File: src/rtl/fpu_issue_ctrl_pkg.sv
// Shared definitions for the FPU issue controller and its result FIFO.
//   FflagsW     : width of the IEEE exception flag field carried with every result
//   fpu_state_e : issue FSM states (StIdle accepts ops, StDivRun waits on the div unit)
package fpu_issue_ctrl_pkg;

  localparam int unsigned FflagsW = 5;

  typedef enum logic [0:0] {
    StIdle,
    StDivRun
  } fpu_state_e;

endpackage

File: src/rtl/fpu_res_fifo.sv
// Result FIFO for the FPU issue controller.
// Storage is a register array; the head entry is read straight from it, so the
// outputs are registered and hold steady while the consumer stalls.
//   clk_i, arst_i : clock, asynchronous active-low reset
//   clr_i         : synchronous clear (drops every entry)
//   push_i        : write push_data_i at the tail
//   pop_i         : drop the head entry (ignored when empty)
//   valid_o       : FIFO non-empty
//   data_o        : head entry
//   count_o       : number of stored entries
module fpu_res_fifo #(
  parameter int unsigned Depth = 4,
  parameter int unsigned Width = 8,
  localparam int unsigned CntW = $clog2(Depth + 1)
) (
  input  logic             clk_i,
  input  logic             arst_i,
  input  logic             clr_i,
  input  logic             push_i,
  input  logic [Width-1:0] push_data_i,
  input  logic             pop_i,
  output logic             valid_o,
  output logic [Width-1:0] data_o,
  output logic [CntW-1:0]  count_o
);

  localparam int unsigned PtrW = (Depth > 1) ? $clog2(Depth) : 1;

  logic [Width-1:0] mem_q [Depth];
  logic [PtrW-1:0]  wr_ptr_q, wr_ptr_d;
  logic [PtrW-1:0]  rd_ptr_q, rd_ptr_d;
  logic [CntW-1:0]  cnt_q, cnt_d;
  logic             push_en, pop_en;

  function automatic logic [PtrW-1:0] ptr_inc(input logic [PtrW-1:0] p);
    return (p == PtrW'(Depth - 1)) ? '0 : p + PtrW'(1);
  endfunction

  assign pop_en  = pop_i && (cnt_q != '0);
  // A push into a full FIFO is only legal when the head leaves in the same cycle.
  assign push_en = push_i && ((cnt_q != CntW'(Depth)) || pop_en);

  always_comb begin
    wr_ptr_d = wr_ptr_q;
    rd_ptr_d = rd_ptr_q;
    cnt_d    = cnt_q;
    if (clr_i) begin
      wr_ptr_d = '0;
      rd_ptr_d = '0;
      cnt_d    = '0;
    end else begin
      if (push_en) wr_ptr_d = ptr_inc(wr_ptr_q);
      if (pop_en)  rd_ptr_d = ptr_inc(rd_ptr_q);
      case ({push_en, pop_en})
        2'b10:   cnt_d = cnt_q + CntW'(1);
        2'b01:   cnt_d = cnt_q - CntW'(1);
        default: cnt_d = cnt_q;
      endcase
    end
  end

  always_ff @(posedge clk_i or negedge arst_i) begin
    if (!arst_i) begin
      wr_ptr_q <= '0;
      rd_ptr_q <= '0;
      cnt_q    <= '0;
    end else begin
      wr_ptr_q <= wr_ptr_d;
      rd_ptr_q <= rd_ptr_d;
      cnt_q    <= cnt_d;
    end
  end

  // Storage is reset so the head reads as zero out of reset.
  always_ff @(posedge clk_i or negedge arst_i) begin
    if (!arst_i) begin
      for (int i = 0; i < int'(Depth); i++) mem_q[i] <= '0;
    end else if (push_en && !clr_i) begin
      mem_q[wr_ptr_q] <= push_data_i;
    end
  end

  assign valid_o = (cnt_q != '0);
  assign data_o  = mem_q[rd_ptr_q];
  assign count_o = cnt_q;

endmodule

File: src/rtl/fpu_issue_ctrl.sv
// FPU issue controller: steers ops to a fixed-latency pipelined path or to an
// iterative div/sqrt unit, collects results in issue order into a result FIFO
// and presents them on a write-back handshake.
//   clk_i, arst_i          : clock, asynchronous active-low reset
//   flush_i                : drop everything in flight or buffered
//   req_valid_i/ready_o    : op handshake; req_is_div_i selects div/sqrt class, req_tag_i tag
//   pipe_issue_o           : start op on pipelined path
//   pipe_res_i             : {fflags,data} from pipe, PIPE_LAT cycles after issue
//   div_start_o/kill_o     : start / abort the div unit
//   div_done_i, div_res_i  : div result pulse and {fflags,data}
//   wb_valid_o/ready_i     : write-back handshake; wb_tag_o/data_o/fflags_o head entry
//   busy_o                 : any op in flight or buffered
module fpu_issue_ctrl
  import fpu_issue_ctrl_pkg::*;
#(
  parameter int unsigned PIPE_LAT  = 3,
  parameter int unsigned RES_DEPTH = 4,
  parameter int unsigned TAG_W     = 5,
  parameter int unsigned XLEN      = 64
) (
  input  logic                    clk_i,
  input  logic                    arst_i,
  input  logic                    flush_i,
  input  logic                    req_valid_i,
  output logic                    req_ready_o,
  input  logic                    req_is_div_i,
  input  logic [TAG_W-1:0]        req_tag_i,
  output logic                    pipe_issue_o,
  input  logic [XLEN+FflagsW-1:0] pipe_res_i,
  output logic                    div_start_o,
  output logic                    div_kill_o,
  input  logic                    div_done_i,
  input  logic [XLEN+FflagsW-1:0] div_res_i,
  output logic                    wb_valid_o,
  input  logic                    wb_ready_i,
  output logic [TAG_W-1:0]        wb_tag_o,
  output logic [XLEN-1:0]         wb_data_o,
  output logic [FflagsW-1:0]      wb_fflags_o,
  output logic                    busy_o
);

  localparam int unsigned EntryW = TAG_W + FflagsW + XLEN;
  localparam int unsigned CntW   = $clog2(RES_DEPTH + 1);
  localparam int unsigned OccW   = $clog2(RES_DEPTH + PIPE_LAT + 1);

  fpu_state_e state_q, state_d;

  // Held low through reset and for the first edge after release, so the
  // controller starts accepting ops only once reset is synchronously gone.
  logic active_q;

  logic [PIPE_LAT-1:0] sr_vld_q, sr_vld_d;
  logic [TAG_W-1:0]    sr_tag_q [PIPE_LAT];
  logic [TAG_W-1:0]    div_tag_q;

  logic              tail_vld;
  logic [TAG_W-1:0]  tail_tag;
  logic [OccW-1:0]   inflight;
  logic [OccW-1:0]   occ;
  logic              room;
  logic              pipe_busy;
  logic              ready_ok;
  logic              accept;

  logic              fifo_push;
  logic [EntryW-1:0] fifo_wdata;
  logic              fifo_valid;
  logic [EntryW-1:0] fifo_rdata;
  logic [CntW-1:0]   fifo_cnt;

  // Occupancy counts pipe ops still in the shift register as well as buffered
  // results, so every pipe result is guaranteed a FIFO slot when it returns.
  always_comb begin
    inflight = '0;
    for (int i = 0; i < int'(PIPE_LAT); i++) inflight = inflight + OccW'(sr_vld_q[i]);
  end

  assign occ       = OccW'(fifo_cnt) + inflight;
  assign room      = (occ < OccW'(RES_DEPTH));
  assign pipe_busy = |sr_vld_q;
  assign tail_vld  = sr_vld_q[PIPE_LAT-1];
  assign tail_tag  = sr_tag_q[PIPE_LAT-1];

  // A div op waits until the pipe drains, so its result cannot overtake
  // older pipe results.
  assign ready_ok = active_q && !flush_i && (state_q == StIdle) && room &&
                    (!req_is_div_i || !pipe_busy);
  assign accept   = req_valid_i && ready_ok;

  always_comb begin
    state_d      = state_q;
    req_ready_o  = ready_ok;
    pipe_issue_o = 1'b0;
    div_start_o  = 1'b0;
    div_kill_o   = 1'b0;
    unique case (state_q)
      StIdle: begin
        if (accept) begin
          if (req_is_div_i) begin
            div_start_o = 1'b1;
            state_d     = StDivRun;
          end else begin
            pipe_issue_o = 1'b1;
          end
        end
      end
      StDivRun: begin
        if (div_done_i) state_d = StIdle;
      end
      default: state_d = StIdle;
    endcase
    if (flush_i) begin
      state_d    = StIdle;
      div_kill_o = (state_q == StDivRun);
    end
  end

  always_comb begin
    sr_vld_d    = '0;
    sr_vld_d[0] = pipe_issue_o;
    for (int i = 1; i < int'(PIPE_LAT); i++) sr_vld_d[i] = sr_vld_q[i-1];
    if (flush_i) sr_vld_d = '0;
  end

  // Pipe tail and div completion never coincide: a div only runs with the pipe empty.
  always_comb begin
    fifo_push  = 1'b0;
    fifo_wdata = '0;
    if (!flush_i) begin
      if (tail_vld) begin
        fifo_push  = 1'b1;
        fifo_wdata = {tail_tag, pipe_res_i};
      end else if ((state_q == StDivRun) && div_done_i) begin
        fifo_push  = 1'b1;
        fifo_wdata = {div_tag_q, div_res_i};
      end
    end
  end

  always_ff @(posedge clk_i or negedge arst_i) begin
    if (!arst_i) begin
      state_q   <= StIdle;
      active_q  <= 1'b0;
      sr_vld_q  <= '0;
      div_tag_q <= '0;
    end else begin
      state_q  <= state_d;
      active_q <= 1'b1;
      sr_vld_q <= sr_vld_d;
      if (div_start_o) div_tag_q <= req_tag_i;
    end
  end

  // Tags shift every cycle; only the matching valid bit gives them meaning.
  always_ff @(posedge clk_i or negedge arst_i) begin
    if (!arst_i) begin
      for (int i = 0; i < int'(PIPE_LAT); i++) sr_tag_q[i] <= '0;
    end else begin
      sr_tag_q[0] <= req_tag_i;
      for (int i = 1; i < int'(PIPE_LAT); i++) sr_tag_q[i] <= sr_tag_q[i-1];
    end
  end

  fpu_res_fifo #(
    .Depth (RES_DEPTH),
    .Width (EntryW)
  ) u_res_fifo (
    .clk_i       (clk_i),
    .arst_i      (arst_i),
    .clr_i       (flush_i),
    .push_i      (fifo_push),
    .push_data_i (fifo_wdata),
    .pop_i       (wb_ready_i),
    .valid_o     (fifo_valid),
    .data_o      (fifo_rdata),
    .count_o     (fifo_cnt)
  );

  assign wb_valid_o = fifo_valid;
  assign {wb_tag_o, wb_fflags_o, wb_data_o} = fifo_rdata;
  assign busy_o = (state_q == StDivRun) || (occ != '0);

endmodule

File: config.mk
export PLATFORM = sky130hd
export DESIGN_NAME = fpu_issue_ctrl
export DESIGN_NICKNAME = d
export VERILOG_FILES = /design/src/rtl/fpu_issue_ctrl_pkg.sv /design/src/rtl/fpu_res_fifo.sv /design/src/rtl/fpu_issue_ctrl.sv
export SDC_FILE = /design/constraint.sdc
export NUM_CORES = 1
export LEC_CHECK = 0
export CORE_ASPECT_RATIO = 1.2
export CORE_MARGIN = 2
export CORE_UTILIZATION = 40
export DETAILED_ROUTE_END_ITERATION = 16
export SLEW_MARGIN = 30
export SYNTH_ARGS = -nofsm -noshare
export SYNTH_HDL_FRONTEND = slang
export SYNTH_SLANG_ARGS = --single-unit
File: constraint.sdc
create_clock -name clk_i -period 4.7 [get_ports clk_i]
set_input_delay 0.94 -clock clk_i [delete_from_list [all_inputs] [get_ports clk_i]]
set_output_delay 0.94 -clock clk_i [all_outputs]
set_load 0.05 [all_outputs]
Yosys cells after proc, flatten, opt, wreduce, memory -nomap -nowiden
Cells that the tools add are included.
{"block": "classes", "addsub": 7, "n_lt_le_gt_ge": 4, "n_bitwise": 3, "n_reduce_logical": 22, "n_eq_ne": 5, "mux": 31}
{"op": "74-bit two-way mux", "count": 6}
{"op": "296-bit bitwise mux", "count": 1}
{"op": "74-bit binary-select mux with 2-bit select", "count": 1}
{"op": "74-bit demux with 2-bit select", "count": 1}
{"op": "1-bit two-way mux", "count": 12}
{"op": "2-bit two-way mux", "count": 6}
{"op": "1-bit logical AND", "count": 10}
{"op": "3-bit nonzero test", "count": 3}
{"op": "2-bit == test (second input constant)", "count": 3}
{"op": "3-bit >= comparator (second input constant)", "count": 2}
{"op": "3-bit two-way mux", "count": 2}
{"op": "2-bit NOT with 3-bit output", "count": 2}
{"op": "3-bit one-hot mux with 2 select lines", "count": 1}
{"op": "2-bit by 1-bit adder with 2-bit output (second input constant)", "count": 2}
{"op": "2-bit nonzero test", "count": 2}
{"op": "2-bit by 1-bit adder with 3-bit output", "count": 1}
{"op": "3-bit by 1-bit adder with 3-bit output (second input constant)", "count": 1}
{"op": "3-bit adder", "count": 1}
{"op": "1-bit zero test", "count": 3}
{"op": "1-bit logical OR", "count": 3}
{"op": "3-bit by 1-bit < comparator with 1-bit output (second input constant)", "count": 1}
{"op": "3-bit < comparator (second input constant)", "count": 1}
{"op": "3-bit != test (second input constant)", "count": 1}
{"op": "3-bit OR reduction", "count": 1}
{"op": "5 further kinds", "count": 5}
{"block": "totals", "output_inout_bits": 80, "reg_bits": 328, "input_bits": 150}

Longest topological paths before layout
{"block": "depth", "word_depth": 10, "mapped_depth": 10}

Modules after synthesis
Synthesis repeated with hierarchy kept, for this count alone.
{"block": "unflattened", "cells_unflattened": 988, "area_unflattened_um2": 15289.7}
{"mod": "fpu_res_fifo", "n_inst": 1, "area_each_um2": 13282.7, "cells_per_inst": 767}
{"mod": "fpu_issue_ctrl", "n_inst": 1, "area_each_um2": 2006.9, "cells_per_inst": 221}

Worst setup path before layout
OpenSTA, ideal clock, no wires.
{"block": "synth_path", "path_type": "reg-to-output", "from": "register u_res_fifo.cnt_q[0], in the netlist u_res_fifo.count_o[0]", "to": "output port pipe_issue_o", "t_required_ns": 3.760, "n_path_buf": 0, "slack_ns": 0.546, "stages_incl_launch_ff": 9, "t_arrival_ns": 3.214, "cell_sequence": "dfrtp_1 > fa_1 > ha_1 > inv_1 > fa_1 > xnor2_1 > a2111oi_4 > nand2_1 > nor2_1"}
{"block": "synth_between", "elab_chain_cells": 7}
{"item": "start, declared", "line_no": "fpu_res_fifo.sv:32", "rtl": "logic [CntW-1:0] cnt_q, cnt_d;"}
{"item": "start signal, assigned", "line_no": "fpu_res_fifo.sv:70", "rtl": "cnt_q <= cnt_d;"}
{"item": "3-bit adder", "line_no": "fpu_issue_ctrl.sv:78", "rtl": "assign occ = OccW'(fifo_cnt) + inflight;"}
{"item": "3-bit < comparator", "line_no": "fpu_issue_ctrl.sv:79", "rtl": "assign room = (occ < OccW'(RES_DEPTH));"}
{"item": "1-bit logical AND (2 in a row)", "line_no": "fpu_issue_ctrl.sv:86", "rtl": "assign ready_ok = active_q && !flush_i && (state_q == StIdle) && room &&"}
{"item": "named net req_ready_o", "line_no": "fpu_issue_ctrl.sv:25", "rtl": "output logic req_ready_o,"}
{"item": "1-bit logical AND", "line_no": "fpu_issue_ctrl.sv:88", "rtl": "assign accept = req_valid_i && ready_ok;"}
{"item": "1-bit two-way mux", "line_no": "fpu_issue_ctrl.sv:98", "rtl": "if (accept) begin"}
{"item": "1-bit two-way mux", "line_no": "fpu_issue_ctrl.sv:96", "rtl": "unique case (state_q)"}
{"item": "end, declared", "line_no": "fpu_issue_ctrl.sv:28", "rtl": "output logic pipe_issue_o,"}
The timed path passes the listed nets, and every way through them passes these cells.

Worst setup path after layout
{"block": "layout_path", "from": "register u_res_fifo.cnt_q[0], in the netlist u_res_fifo.count_o[0]", "to": "output port req_ready_o"}
{"block": "layout_between", "elab_chain_cells": 4}
{"item": "3-bit adder", "line_no": "fpu_issue_ctrl.sv:78"}
{"item": "3-bit < comparator", "line_no": "fpu_issue_ctrl.sv:79"}
{"item": "1-bit logical AND (2 in a row)", "line_no": "fpu_issue_ctrl.sv:86"}
{"item": "end, declared", "line_no": "fpu_issue_ctrl.sv:25"}
No other way between the ends.

==> flow_metrics.tcl <==
set metrics [dict create \
    max_stage_delay_ps 870 \
    drt.antenna.violating_nets 0 \
    wl_per_cell_um 16.9 \
    start_kind "flop" \
    netlist_instances 1235 \
    p_int_w 0.00585 \
    synth_common_cells "328 x dfrtp_1, 307 x nor2_1, 300 x a21oi_1" \
    port_buffers 229 \
    die_area_sq_um 37200 \
    drt_iter0_markers 434 \
    grt_pass1_wl_um 53300 \
    cts_buffer_depth 3 \
    first_global_vias 10208 \
    clockPowerShare_pct 32.7 \
    power.share.combinational_pct 29.3 \
    drc 0 \
    yosys.area.top_type "dfrtp_1" \
    clock_sinks 328 \
    synth_area_per_cell_sq_um 11.5 \
    switching_share_pct 32.0 \
    cts-resized-gates 0 \
    cts_setup_buffers 0 \
    finalHoldWorstSlack_ps 319 \
    ys_async_sr_fraction_pct 100 \
    p_leak_nw 7.73 \
    rsz0062_at_grt "no" \
    syn_nets 1395 \
    crit_top_cell "fa_1" \
    synth_edf_count 0 \
    synth_xor_area_share_pct 0.123 \
    endpoint_kind "output pin" \
    preCtsSetupSlack_ps 619 \
    post_dp_cell_area_sq_um 17000 \
    muxShareOfSynthArea_pct 17.6 \
    holdBufCountCts 0 \
    setup_violations 0 \
    yosysSeqAreaShare_pct 57.6 \
    synth_compound_area_share_pct 11.0 \
    worstSetupPathType "reg -> out" \
    fillers 3122 \
    grt_max_degree 149 \
    drive_gt1_share_pct 11.5 \
    globalplace.congestion 0.716 \
    drv_slew 0 \
    synth_top_cells_by_area "dfrtp_1 58%, mux4_2 12%, a21oi_1 11%, nor2_1 8.1%, mux2i_1 5.4%" \
    synth_top_area_share_pct 57.6 \
    ff2ff_path_depth 8 \
    synth_fa_ha_area_share_pct 1.04 \
    vias 9800 \
    cp_data_arrival_time_ps 3440 \
    vdd_drop_max_uv 246 \
    yosys_warnings 0 \
    cts_buffers 34 \
    crit_fanout 9 \
    synth_most_common_cell "dfrtp_1" \
    yosysUniqueCellTypes 32 \
    path_buf_inv 2 \
    die_y_um 211 \
    outcome "complete, no violations" \
    clock_skew_ps 8.47 \
    cp_slowest_cell "clkdlybuf4s50_1" \
    critical_path_required_ps 3760 \
    synth_top_family_by_area "multiplexers" \
    setup_ws_ps 322 \
    antennaDiodeCount 0 \
    synthFlopType "dfrtp_1" \
    p_sw_w 0.00276 \
    synthToLayoutAreaGrowth_pct 28.0 \
    synth-simple-area-share_pct 9.49 \
    synth-seq-cells 328 \
    initial_core_util_pct 40.6 \
    max_freq_mhz 228 \
    firstDrtPassIters 4 \
    powerDensity_nw_per_um2 472 \
    min_path_type "in -> async" \
    grt_use_total_pct 17.8 \
    max-cap-violations 0 \
    tritoncts "done" \
    syn_area_sq_um 14300 \
    pin_count 230 \
    layout.nets 1591 \
    grt_overflow_total 0 \
    htreeDepth 2 \
    hold_violations 0 \
    clk_latency_ps 500 \
    detailed_place_hpwl_um 20500 \
    critical-path-top-delay-family "adder cells" \
    slew_headroom_pct 40.3 \
    fin_area_sq_um 18300 \
    clkSlewWorstSetupHoldPaths_ps 60 \
    fp.dieW_um 176 \
    finalWirelength_um 32300 \
    setup_tns_ps 0 \
    p_seq_share_pct 38.1 \
    viasPerCell 5.11 \
    worstReg2RegEnd "div_tag_q[2]" \
    period_share_pct 93.2 \
    antenna_found_initial 0 \
    r2r-start "u_res_fifo.count_o[0]" \
    fin_crit_ps 4380 \
    cts_root_buffer "clkbuf_16" \
    core_area_sq_um 35100 \
    worst_slew_pin_slew_ps 896 \
    rrSetupSlack_ps 1760 \
    path_cells "fa_1 -> ha_1 -> inv_1 -> fa_1 -> xnor2_1 -> a2111oi_4 -> clkdlybuf4s50_1" \
    rows 75 \
]
## placed cells by master (no fill, tap or decap), types with 5 or more instances in the layout
| cell type | instances |
|---|---|
| nand2b_1 | 5 |
| clkbuf_16 | 37 |
| clkbuf_1 | 11 |
| buf_12 | 11 |
| mux2_2 | 6 |
| nor2_1 | 307 |
| mux2i_1 | 77 |
| a21oi_1 | 300 |
| nor4b_4 | 5 |
| clkdlybuf4s50_1 | 225 |
| mux4_2 | 74 |
| dfrtp_1 | 325 |
| ha_1 | 7 |
| buf_4 | 14 |
| inv_1 | 9 |
## registers in the layout (all words and copies together), names as in the netlist
register             cells
u_res_fifo.rd_ptr_q      2
tail_tag                 5
state_q                  1
active_q                 1
u_res_fifo.wr_ptr_q      2
u_res_fifo.count_o       3
sr_vld_q                 3
sr_tag_q                10
div_tag_q                5
u_res_fifo.mem_q       296
## worst max path at each step
stage,slack [ps],depth (start not counted),start,endpoint
3_5_place_dp,620,7,u_res_fifo.count_o[0],busy_o
6_report,320,7,u_res_fifo.count_o[0],req_ready_o
2_1_floorplan,550,8,u_res_fifo.count_o[0],pipe_issue_o
3_3_place_gp,640,7,u_res_fifo.count_o[0],busy_o
5_1_grt,160,7,u_res_fifo.count_o[0],req_ready_o
4_1_cts,80,7,u_res_fifo.count_o[0],busy_o
## routing by layer
metal | vias up | track usage, % | share of wire [%]
met4 | 0 | 3.88 | 1.5
met1 | 4853 | 23.3 | 43
met5 | - | 0 | 0
li1 | 4716 | - | -
met3 | 38 | 2.65 | 4.3
met2 | 193 | 31.3 | 51
## cell families (layout without fill, tap and decap cells)
family	after synthesis	count (layout)
buffers and inverters	102	323
AOI/OAI and AO/OA	307	307
and+or+nand+nor	328	328
other	1	1
xor gates and xnor gates	2	2
muxes	157	157
adders and majority gates	10	10
DFF	328	328
## area by class of cell
class,instances,area [sq um],share of cell area [%]
Multi-Input combinational cell,805,5610,30.7
Tap cell,462,578,3.17
Clock inverter,9,155,0.850
Timing Repair Buffer,253,2630,14.4
Sequential cell,328,8220,45.0
Inverter,9,33.8,0.185
Clock buffer,52,1020,5.60
## metrics by stage
| stage | utilization (%) | cells | power, W |
|---|---|---|---|
| after floorplan | - | 1235 | 0.00498 |
| after global placement | 48.6 | 1856 | 0.00585 |
| after detailed placement | 48.6 | 1856 | 0.00588 |
| after CTS | 51.9 | 1917 | 0.00874 |
| after global routing | 52.0 | 1918 | 0.00901 |
| final | 52.0 | 1918 | 0.00862 |
## power groups by stage
stage               registers, W  clock network, W  logic [W]
floorplan                0.00326                 0    0.00172
global placement         0.00332                 0    0.00253
detailed placement       0.00333                 0    0.00255
CTS                      0.00329           0.00289    0.00256
global route             0.00332           0.00301    0.00267
finish                   0.00328           0.00281    0.00252
(Power assumes the default switching activity.)
==> variant, RTL diff (same settings) <==
Register the output `wb_fflags_o`, without a reset; this adds one clock of latency there. The other outputs are not delayed to match.
--- a/src/rtl/fpu_issue_ctrl.sv
+++ b/src/rtl/fpu_issue_ctrl.sv
@@ -42,6 +42,8 @@
   localparam int unsigned EntryW = TAG_W + FflagsW + XLEN;
   localparam int unsigned CntW   = $clog2(RES_DEPTH + 1);
   localparam int unsigned OccW   = $clog2(RES_DEPTH + PIPE_LAT + 1);
+
+  logic [FflagsW-1:0] wb_fflags_d;
 
   fpu_state_e state_q, state_d;
 
@@ -177,8 +179,12 @@
   );
 
   assign wb_valid_o = fifo_valid;
-  assign {wb_tag_o, wb_fflags_o, wb_data_o} = fifo_rdata;
+  assign {wb_tag_o, wb_fflags_d, wb_data_o} = fifo_rdata;
   assign busy_o = (state_q == StDivRun) || (occ != '0);
+
+  always_ff @(posedge clk_i) begin
+    wb_fflags_o <= wb_fflags_d;
+  end
 
 endmodule
 
Check against the original RTL: not equivalent (Yosys sat finds a counterexample within 4 cycles, from zero or initial values and one cycle with arst_i low).
==> variant against the unedited design <==
Final area is 0.88% higher; worst setup slack improved by 0.011 ns; sequential cell count up 5; clock power down 2%; area after synthesis grew 4.4%; die area increased by 4.3%; sequential power grew 2%; power rose by 0.13%; routed wire length grew 0.48%; first-iteration DRC count is 19% higher; via count increased by 0.83%; largest cell class unchanged; maximum frequency increased by 0.25%.
==> variant: results (changes against the unedited design) <==
- DRT Wirelength: 32.5 mm (was 32.3 mm)
- Power Internal: 5.86 mW (was 5.85 mW)
- Seq/Total Area, Yosys: 55.8% (was 57.6%)
- Placed cell count: 1875 (was 1856)
- Instance area at placement: 17200 um^2 (was 17000 um^2)
- Post-CTS Setup Bufs: 0 (unchanged)
- Largest net degree at the start of global routing: 139 (was 149)
- Vias in the first global route: 10300 (was 10200)
- PortBufs: 229 (unchanged)
- Met2 GRT Util: 30.0% (was 31.3%)
- Reg2Reg Setup Slack: 1.78 ns (was 1.76 ns)
- First-pass GRT wire length: 54.0 mm (was 53.3 mm)
- Main area contributors after synthesis: dfrtp_1, mux4_2, a21oi_1 (unchanged)
- H-tree Lvls: 2 (unchanged)
- Final Skew: 0.0231 ns (was 0.00847 ns)
- Reg2reg start: u_res_fifo.count_o[0] (unchanged)
- Terminus of the critical flop-to-flop path: div_tag_q[3] (was div_tag_q[2])
- Largest registers: u_res_fifo.mem_q: 296 flops, sr_tag_q: 10 flops (unchanged)
- Lkg Pwr: 7.80 nW (was 7.73 nW)
- Post-synthesis average cell area: 11.4 um^2 (was 11.5 um^2)
- R2R cell count: 8 (unchanged)
- Met2 wire len: 16.4 mm (was 16.6 mm)
- Grt met1 use: 22.0% (was 23.3%)
- WL met1: 13.9 mm (about the same)
- Data arrival, critical path: 3.43 ns (was 3.44 ns)
- Predominant post-synthesis flop cell: dfrtp_1 (unchanged)
- GR Util met3: 3.20% (was 2.65%)
- Num CTS Buffers: 36 (was 34)
- Synth top cells by count: dfrtp_1, nor2_1, a21oi_1, mux2i_1, mux4_2 (unchanged)
- N_diodes: 0 (unchanged)
- DR iter-0 viols: 518 (was 434)
- Clk_lat worst skew: 0.51 ns
- CTS max path bufs: 3 (unchanged)
- Drt pass-1 iters: 5 (was 4)
- Outcome: finished, final reports clean (unchanged)
- Via count: 9881 (was 9800)
- Worst Path Max Fanout: 9 (unchanged)
- Delay-heaviest family, CP: adder cells (unchanged)
- Clock slew at reported path FFs: 0.06 ns (about the same)
- Nets@finish: 1600 (was 1591)
- Asr flop ratio synth: 98.5% (was 100%)
- Post-CTS sizing: 0 (unchanged)
- Share of cells above drive strength 1: 11.8% (was 11.5%)
- WL per Instance: 16.8 um (was 16.9 um)
- Met3 WL post-DR: 1.66 mm (was 1.39 mm)
- Post-DP HPWL: 20.6 mm (was 20.5 mm)
- GRT Resource Usage Total: 17.1% (was 17.8%)
- Worst slew pin tran: 0.826 ns (was 0.896 ns)
- Post-synthesis cell type count: 34 (was 32)
- Worst min path class: in -> async (unchanged)
- CTS root buffer: clkbuf_16 (unchanged)
- GP Congestion: 0.716 (about the same)
- Syn_nets: 1469 (was 1395)
- VDD IR max: 0.234 mV (was 0.246 mV)
variant: area by class of cell:
type / instances / area [um^2]
Inverter: 9 / 33.8
Timing Repair Buffer: 255 / 2690
Sequential cell: 333 / 8320
Clock buffer: 56 / 1110
Fill cell: 3298 / 18400
Multi-Input combinational cell: 805 / 5610
Clock inverter: 6 / 58.8
Tap cell: 474 / 593
variant: worst max path at each step:
stage	startpoint	end	slack, ns	cells past startpoint
finish	u_res_fifo.count_o[0]	req_ready_o	0.33	7
global route	u_res_fifo.count_o[0]	req_ready_o	0.15	7
CTS	u_res_fifo.count_o[0]	busy_o	0.06	7
detailed placement	u_res_fifo.count_o[0]	busy_o	0.62	7
global placement	u_res_fifo.count_o[0]	busy_o	0.64	7
floorplan	u_res_fifo.count_o[0]	pipe_issue_o	0.55	8
variant: cell families after synthesis:
| kind of cell | synth area share (%) |
|---|---|
| XOR/XNOR | 0.118 |
| adder cells (fa/ha/maj) | 0.992 |
| multiplexers | 16.8 |
| other | 0.0252 |
| AO/OA/AOI/OAI | 10.5 |
| AND/OR/NAND/NOR | 9.09 |
| buffers and inverters | 6.56 |
| flip-flops | 55.8 |
variant: metrics by stage:
stage	setup WS, ns	hold WS, ns	utilization, %
after floorplan	0.546	0.331	-
after global placement	0.641	0.334	46.8
after detailed placement	0.623	0.339	46.8
after CTS	0.0596	0.353	50.0
after global routing	0.146	0.311	50.0
final	0.333	0.310	50.0
variant: power groups by stage:
stage	sequential, mW	clock [mW]	combinational [mW]
floorplan	3.39	0	1.97
global placement	3.39	0	2.53
detailed placement	3.40	0	2.55
CTS	3.35	2.85	2.56
global route	3.38	2.98	2.67
finish	3.34	2.76	2.52
